$ cat src/rtl/fft_frame_sequencer.sv
// Frame sequencer for the radix-2 in-place FFT core.
// Loads a frame of 2^log2n samples at bit-reversed addresses, then steps
// log2n butterfly stages through the external AGU / butterfly unit, then
// holds the results for DMA until the host acknowledges and the next frame
// is armed.
// Optional build macro: FFT_SEQ_OVERRUN_EN adds overrun_cnt, a saturating
// count of samples offered while the sequencer was not loading.
//
// state | meaning
// IDLE  | one cycle after reset/abort, then arm the frame length
// LOAD  | accept samples, write RAM at bit-reversed addresses
// SETUP | clear the stage index before the first stage
// RUN   | AGU issuing the current stage
// WAIT  | drain the butterfly pipeline
// NEXT  | clear BFP tracker, advance stage or finish
// DONE  | results stable for DMA, wait for host ack
module fft_frame_sequencer #(
    parameter int FFT_N       = 10,
    parameter int MIN_LOG2N   = 3,
    parameter int STAGE_W     = 4,
    parameter int FRAME_CNT_W = 8
) (
    input  logic                   clk,
    input  logic                   rst,
    input  logic                   abort,
    input  logic [STAGE_W-1:0]     cfg_log2n,
    input  logic                   in_valid,
    output logic                   in_ready,
    output logic                   load_we,
    output logic [FFT_N-1:0]       load_addr,
    output logic                   stage_start,
    output logic [STAGE_W-1:0]     stage_idx,
    output logic [STAGE_W-1:0]     log2n,
    input  logic                   agu_done,
    input  logic                   bfly_busy,
    output logic                   bfp_clr,
    output logic                   result_valid,
    input  logic                   result_ack,
    output logic [2:0]             status,
`ifdef FFT_SEQ_OVERRUN_EN
    output logic [15:0]            overrun_cnt,
`endif
    output logic [FRAME_CNT_W-1:0] frame_count
);

    typedef enum logic [2:0] {
        S_IDLE,
        S_LOAD,
        S_SETUP,
        S_RUN,
        S_WAIT,
        S_NEXT,
        S_DONE
    } state_t;

    localparam logic [STAGE_W-1:0] LOG2N_MIN = STAGE_W'(MIN_LOG2N);
    localparam logic [STAGE_W-1:0] LOG2N_MAX = STAGE_W'(FFT_N);

    state_t             state;
    state_t             next_state;
    logic [STAGE_W-1:0] cfg_clamped;
    logic [FFT_N-1:0]   sample_cnt;
    logic [FFT_N-1:0]   frame_mask;
    logic               sample_last;
    logic               stage_last;
    logic               accept;
    logic [2:0]         next_status;

    // Clamp the requested frame length into the supported range.
    always_comb begin
        cfg_clamped = cfg_log2n;
        if (cfg_log2n < LOG2N_MIN) begin
            cfg_clamped = LOG2N_MIN;
        end else if (cfg_log2n > LOG2N_MAX) begin
            cfg_clamped = LOG2N_MAX;
        end
    end

    // Bit-reverse the low log2n counter bits; upper address bits stay zero.
    always_comb begin
        load_addr  = '0;
        frame_mask = '0;
        for (int i = 0; i < FFT_N; i++) begin
            frame_mask[i] = (i < int'(log2n));
            for (int j = 0; j < FFT_N; j++) begin
                if ((i + j + 1) == int'(log2n)) begin
                    load_addr[i] = sample_cnt[j];
                end
            end
        end
    end

    assign accept      = (state == S_LOAD) && in_valid;
    assign load_we     = accept;
    assign sample_last = (sample_cnt == frame_mask);
    assign stage_last  = (stage_idx == (log2n - 1'b1));

    // Next-state decode; abort overrides every other transition.
    always_comb begin
        next_state = state;
        case (state)
            S_IDLE:  next_state = S_LOAD;
            S_LOAD:  if (accept && sample_last) next_state = S_SETUP;
            S_SETUP: next_state = S_RUN;
            S_RUN:   if (agu_done) next_state = S_WAIT;
            S_WAIT:  if (!bfly_busy) next_state = S_NEXT;
            S_NEXT:  next_state = stage_last ? S_DONE : S_RUN;
            S_DONE:  if (result_ack) next_state = S_LOAD;
            default: next_state = S_IDLE;
        endcase
        if (abort) begin
            next_state = S_IDLE;
        end
    end

    // Host-visible status code derived from the upcoming state.
    always_comb begin
        next_status = 3'd2;
        case (next_state)
            S_IDLE:  next_status = 3'd0;
            S_LOAD:  next_status = 3'd1;
            S_DONE:  next_status = 3'd3;
            default: next_status = 3'd2;
        endcase
    end

    // State register.
    always_ff @(posedge clk or negedge rst) begin
        if (!rst) begin
            state <= S_IDLE;
        end else begin
            state <= next_state;
        end
    end

    // Sample counter, stage index, armed length and completed-frame count.
    always_ff @(posedge clk or negedge rst) begin
        if (!rst) begin
            sample_cnt  <= '0;
            stage_idx   <= '0;
            log2n       <= LOG2N_MIN;
            frame_count <= '0;
        end else if (abort) begin
            sample_cnt <= '0;
            stage_idx  <= '0;
        end else begin
            case (state)
                S_IDLE: log2n <= cfg_clamped;
                S_LOAD: begin
                    if (accept) begin
                        sample_cnt <= sample_last ? '0 : sample_cnt + 1'b1;
                    end
                end
                S_SETUP: stage_idx <= '0;
                S_NEXT: begin
                    if (!stage_last) begin
                        stage_idx <= stage_idx + 1'b1;
                    end
                end
                S_DONE: begin
                    if (result_ack) begin
                        frame_count <= frame_count + 1'b1;
                        log2n       <= cfg_clamped;
                    end
                end
                default: ;
            endcase
        end
    end

    // Registered control outputs, decoded from the state being entered so
    // they line up with the state register.
    always_ff @(posedge clk or negedge rst) begin
        if (!rst) begin
            in_ready     <= 1'b0;
            stage_start  <= 1'b0;
            bfp_clr      <= 1'b0;
            result_valid <= 1'b0;
            status       <= 3'd0;
        end else begin
            in_ready     <= (next_state == S_LOAD);
            stage_start  <= (next_state == S_RUN) && (state != S_RUN);
            bfp_clr      <= (next_state == S_NEXT);
            result_valid <= (next_state == S_DONE);
            status       <= next_status;
        end
    end

`ifdef FFT_SEQ_OVERRUN_EN
    // Count samples offered while not loading; saturate, clear only on reset.
    always_ff @(posedge clk or negedge rst) begin
        if (!rst) begin
            overrun_cnt <= '0;
        end else if (in_valid && (state != S_LOAD) && (overrun_cnt != 16'hFFFF)) begin
            overrun_cnt <= overrun_cnt + 16'd1;
        end
    end
`endif

endmodule

$ cat config.mk
export PLATFORM = sky130hd
export DESIGN_NAME = fft_frame_sequencer
export DESIGN_NICKNAME = d
export VERILOG_FILES = /design/src/rtl/fft_frame_sequencer.sv
export SDC_FILE = /design/constraint.sdc
export NUM_CORES = 1
export LEC_CHECK = 0
export ABC_AREA = 0
export CORE_ASPECT_RATIO = 1.5
export CORE_MARGIN = 3
export CORE_UTILIZATION = 55
export DETAILED_ROUTE_END_ITERATION = 8
export PLACE_DENSITY_LB_ADDON = 0.08
export SLEW_MARGIN = 20
export SYNTH_ARGS = -nofsm -noshare
export SYNTH_HDL_FRONTEND = slang
export SYNTH_SLANG_ARGS = --single-unit
$ cat constraint.sdc
create_clock -name clk -period 3.4 [get_ports clk]
set_input_delay 1.02 -clock clk [delete_from_list [all_inputs] [get_ports clk]]
set_output_delay 1.02 -clock clk [all_outputs]
set_load 0.01 [all_outputs]
# --- Word-level counts from Yosys, hierarchy flattened ---
# Index checks and enable logic that the tools add are counted.
totals:
  regBits: 36
  inputBits: 11
  out_inout_bits: 34
  word_cells: 179
op_classes:
  addsub: 4
  magnitude_cmp: 12
  n_eq_ne: 30
  n_mux: 109
  n_bitwise: 1
  n_reduce_logical: 13
op_table:
  columns: ["operator", "n"]
  rows:
  - ["$mux W1", 90]
  - ["$mux W10", 4]
  - ["$eq A4 B4 Y1 const A", 8]
  - ["$pmux W3 S7", 1]
  - ["$mux W4", 5]
  - ["$mux W3", 6]
  - ["$eq A3 B4 Y1 const A", 4]
  - ["$lt A3 B4 Y1 const A", 4]
  - ["$pmux W4 S2", 2]
  - ["$eq A3 B3 Y1 const B", 5]
  - ["$add A10 B1 Y10 const B", 1]
  - ["$eq A10 B10 Y1", 1]
  - ["$eq A3 B2 Y1 const B", 3]
  - ["$add A8 B1 Y8 const B", 1]
  - ["$eq A2 B4 Y1 const A", 2]
  - ["$lt A1 B4 Y1 const A", 2]
  - ["$lt A2 B4 Y1 const A", 2]
  - ["$lt A4 B4 Y1 const A", 2]
  - ["$eq A3 B1 Y1 const B", 2]
  - ["$logic_not A3 Y1", 2]
  - ["$pmux W2 S3", 1]
  - ["$reduce_and A3 Y1", 2]
  - ["$reduce_bool A2 Y1", 3]
  - ["$add A4 B1 Y4 const B", 1]
  - ["other kinds (12)", 15]

# --- Depth between registers and ports, before layout ---
logic_depth:
  ltp_word: 11
  ltp_mapped: 10
  ltp_nobuf: 8

# --- Worst setup path before layout ---
# OpenSTA, ideal clock, no wires.
synth_path:
  path_type: "reg-to-output"
  from: "register log2n[1]"
  to: "output load_addr[1]"
  arrival_time_ns: 2.165
  required_time_ns: 2.380
  setup_slack_ns: 0.215
  stages_incl_launch_ff: 11
  path_buffers: 2
  cell_sequence: "dfstp_2 -> buf_2 -> inv_1 -> ha_1 -> clkbuf_1 -> and3b_1 -> a211oi_1 -> o31ai_1 -> o2bb2ai_1 -> a2bb2oi_1 -> o21ai_0"
synth_via:
  elab_chain_cells: 11
  word_cells_on_any_way: 20
  classes_between: "10 x eq/ne; 10 x mux"
synth_lines:
  columns: ["element", "line_no", "source"]
  rows:
  - ["start: declaration", "33", "output logic [STAGE_W-1:0] log2n,"]
  - ["start signal: assignment", "148", "S_IDLE: log2n <= cfg_clamped;"]
  - ["start signal: assignment", "163", "log2n <= cfg_clamped;"]
  - ["$eq A3 B4 Y1", "86", "if ((i + j + 1) == int'(log2n)) begin"]
  - ["$mux W1 (9 in series)", "86", null]
  - ["$mux W1 (*)", "86", null]
  - ["end: declaration", "30", "output logic [FFT_N-1:0] load_addr,"]
# Mark *: on every way between the ends. The rest lies on a longest branch, timed or not.

# --- Worst setup path after layout ---
layout_path:
  from: "register log2n[1]"
  to: "output load_addr[5]"
layout_via:
  elab_chain_cells: 11
  word_cells_on_any_way: 20
  classes_between: "10 x eq/ne; 10 x mux"
layout_lines:
  columns: ["element", "line_no"]
  rows:
  - ["$eq A4 B4 Y1", "86"]
  - ["$mux W1 (9 in series)", "86"]
  - ["$mux W1 (*)", "86"]
# Marked as above.

==> impl_metrics.py <==
metrics = {
    "pwr": {
        "peakVddDrop_uv": 231,
        "finalPower_mw": 1.41,
        "power.density_nw_per_um2": 355,
        "p_sw_share_pct": 34.1,
        "seq_power_share_pct": 32.1,
        "combPwrFrac_pct": 40.8,
        "power.internal_uw": 929,
        "clkPwrFrac_pct": 27.1,
        "p_leak_nw": 1.74,
        "switchingPower_uw": 481,
    },
    "floorplan": {
        "die-area_um2": 6330,
        "coreArea_um2": 5160,
        "dieHeight_um": 95.9,
        "die_w_um": 66.0,
        "start_util_pct": 57.4,
        "rows": 32,
        "pin_count": 45,
    },
    "worst_setup_path": {
        "crit_arrival_ns": 2.43,
        "endpoint_kind": "primary output",
        "path_class": "flop to primary output",
        "cp_max_fo": 10,
        "cp-start-kind": "flop",
        "required_ns": 2.38,
    },
    "finish": {
        "seq_area_um2": 878,
        "fillers": 398,
        "drive_above_1_share_pct": 24.2,
        "stdcell_count": 518,
        "diodes": 0,
        "areaGrowthSynthToFinish_pct": 33.8,
        "utilization_pct": 76.8,
        "multiInputGateArea_um2": 1970,
        "layout.nets": 467,
    },
    "logic_synthesis": {
        "yosys_warnings": 0,
        "ys_ff_latch": 35,
        "async_flop_share_pct": 100,
        "synth_xor_xnor_area_share_pct": 7.26,
        "synth_top_family_by_area": "compound AO/OA/AOI/OAI gates",
        "synthCells": 373,
        "synth_mux_area_share_pct": 1.81,
        "seq_area_frac_synth_pct": 29.6,
        "syn_area_um2": 2970,
        "synth_ff_type": "dfrtp_1",
        "synthSimpleGateAreaFrac_pct": 24.3,
        "synth-compound-area-share_pct": 26.0,
        "avgSynthCellArea_um2": 7.95,
        "synthAdderAreaFrac_pct": 2.95,
        "synth_edf_count": 0,
        "synth_nets": 391,
        "yosys.cell_types.count": 73,
    },
    "sta": {
        "slew_viol_final": 0,
        "worst-slew-pin-transition_ns": 0.573,
        "finalWorstSetupSlack_ns": -0.0473,
        "rsz0062_at_grt": "yes",
        "whs_ns": 0.480,
        "finalSetupViolCount": 1,
        "final_hold_viol_count": 0,
        "fin_worst_skew_ns": 0.00868,
        "finalCritPeriodShare_pct": 101,
        "slew_headroom_pct": 61.6,
        "max_freq_mhz": 290,
        "min_period_ns": 3.45,
    },
    "routing": {
        "wl_um": 9040,
        "drt_iter0_markers": 180,
        "ant_nets": 0,
        "wl_per_cell_um": 17.4,
        "dr.pass1.iters": 5,
        "via_per_inst": 6.06,
        "drcViolationCount": 0,
        "vias": 3139,
    },
    "clock_network": {
        "cts_inserted_buffers": 5,
        "cts_sinks": 35,
        "insertion_delay_ns": 0.29,
        "htreeDepth": 2,
        "cts_tree": "built",
        "clkTransAtPathRegs_ns": 0.08,
        "cts_buffer_depth": 2,
        "cts-root-buf": "clkbuf_8",
    },
    "global_routing": {
        "grt_max_degree": 36,
        "grt_usage_pct": 29.4,
        "grt_pass1_vias": 3034,
        "antenna_found_initial": 0,
        "grt_first_pass_wirelength_um": 14400,
        "overflow": 0,
    },
    "placed_design": {
        "place_hpwl_um": 6570,
        "portBuffers": 43,
        "post-place-cells": 504,
        "place.gp.congestion": 1.01,
    },
    "run_status": {
        "status": "finished with violations",
        "violations": "setup timing",
    },
    "run": {
        "drv_cap": 0,
    },
    "hold_path": {
        "min_path_type": "flop to flop",
    },
}
state kept, by name, indices dropped and copies added, names as in the netlist:
name,flops
result_valid,1
bfp_clr,1
sample_cnt,10
in_ready,1
log2n,4
state,3
stage_idx,4
frame_count,8
status,2
stage_start,1
kinds of logic after synthesis:
family	count (synthesis)
buffers and inverters	49
AO/OA/AOI/OAI	113
adder cells (fa/ha/maj)	7
flip-flops	35
AND/OR/NAND/NOR	140
other	1
XOR/XNOR	23
multiplexers	5
path summary, 6_finish.rpt:
kind | from | end | slack (ns) | depth (start not counted)
hold / removal | frame_count[7] | frame_count[7] | 0.48 | 1
max in group asynchronous | rst | log2n[0] | 1.92 | 2
setup / recovery | log2n[1] | load_addr[5] | -0.05 | 9
min in group asynchronous | rst | log2n[3] | 1.13 | 2
hold reg to reg | frame_count[7] | frame_count[7] | 0.48 | 1
setup reg to reg | log2n[0] | sample_cnt[3] | 0.91 | 10
cell usage after synthesis (all sizes together) (4+ instances only):
cell	count	area, um^2
a211oi	9	72.6
a21oi	26	138
and3	6	37.5
buf	20	125
clkbuf	14	52.6
dfrtp	33	826
ha	7	87.6
inv	15	56.3
nand2	33	124
nand2b	7	51.3
nand3	16	80.1
nor2	39	146
nor2b	9	56.3
nor3	8	51.3
nor4	4	40.0
o211ai	4	30.0
o21ai	27	135
o22ai	4	25.0
xnor2	17	149
xor2	5	43.8
critical path, cell delays in order, from the launching register on:
cell	delay, ns
dfstp_2	0.59
buf_4	0.19
and3b_1	0.22
a311oi_1	0.32
nor4_1	0.10
buf_4	0.14
a211o_1	0.23
o211ai_1	0.09
a31oi_1	0.09
buf_2	0.14
power groups by stage:
stage / logic, mW / registers [mW] / clock network [mW]
final: 0.576 / 0.452 / 0.382
after global routing: 0.619 / 0.454 / 0.405
after CTS: 0.551 / 0.452 / 0.385
after detailed placement: 0.531 / 0.458 / 0
after global placement: 0.524 / 0.458 / 0
after floorplan: 0.296 / 0.455 / 0
per-stage QoR:
step | setup WS [ns] | area (um^2) | setup TNS, ns
after global placement | -0.0709 | 3720 | -0.210
after global routing | -0.0963 | 3970 | -0.213
after CTS | -0.00678 | 3920 | -0.00678
after detailed placement | -0.165 | 3720 | -0.628
final | -0.0473 | 3970 | -0.0473
after floorplan | 0.215 | 2970 | 0
final cells by class:
type | count | area share (%)
clock inverters | 3 | 1.10
clock buffers | 5 | 1.73
flip-flops and latches | 35 | 22.1
well taps | 68 | 2.14
inverters | 15 | 1.48
repair buffers | 103 | 21.7
multi-input cells | 289 | 49.7
repair_timing:
action,in CTS,in global routing
hold buffers,0,0
pin swaps,5,4
buffers inserted,3,4
cloned,0,0
resized for setup,42,18
setup endpoints to repair,10,10
routing by layer:
metal  up-vias  GRT usage, %  routed length, um
met5         -             0                  0
met4         0          13.7                316
met3        30          3.97                418
met2       106          55.2               4880
met1      1511          31.9               3430
li1       1492             -                  -
layout by cell type (no fill, tap or decap), types with 3 or more instances in the layout:
cell,n
xnor2_1,17
ha_4,4
and3_1,3
nor3_1,6
a31oi_1,3
nand2_1,33
and3_2,3
nor2_1,39
buf_4,59
clkbuf_8,5
nor4_1,3
a211oi_1,7
inv_1,12
nand2b_1,6
a21oi_1,20
clkdlybuf4s50_1,33
nand3b_1,3
o2bb2ai_1,3
xor2_1,5
buf_2,3
ha_1,3
o211ai_1,4
a21o_1,3
dfrtp_1,33
o21ai_1,6
o31ai_1,3
clkbuf_2,3
nor2b_1,7
nand3_1,15
o221ai_1,3
o22ai_1,4
o21ai_0,21
a21oi_2,6
Power figures use the tool's default switching activity.
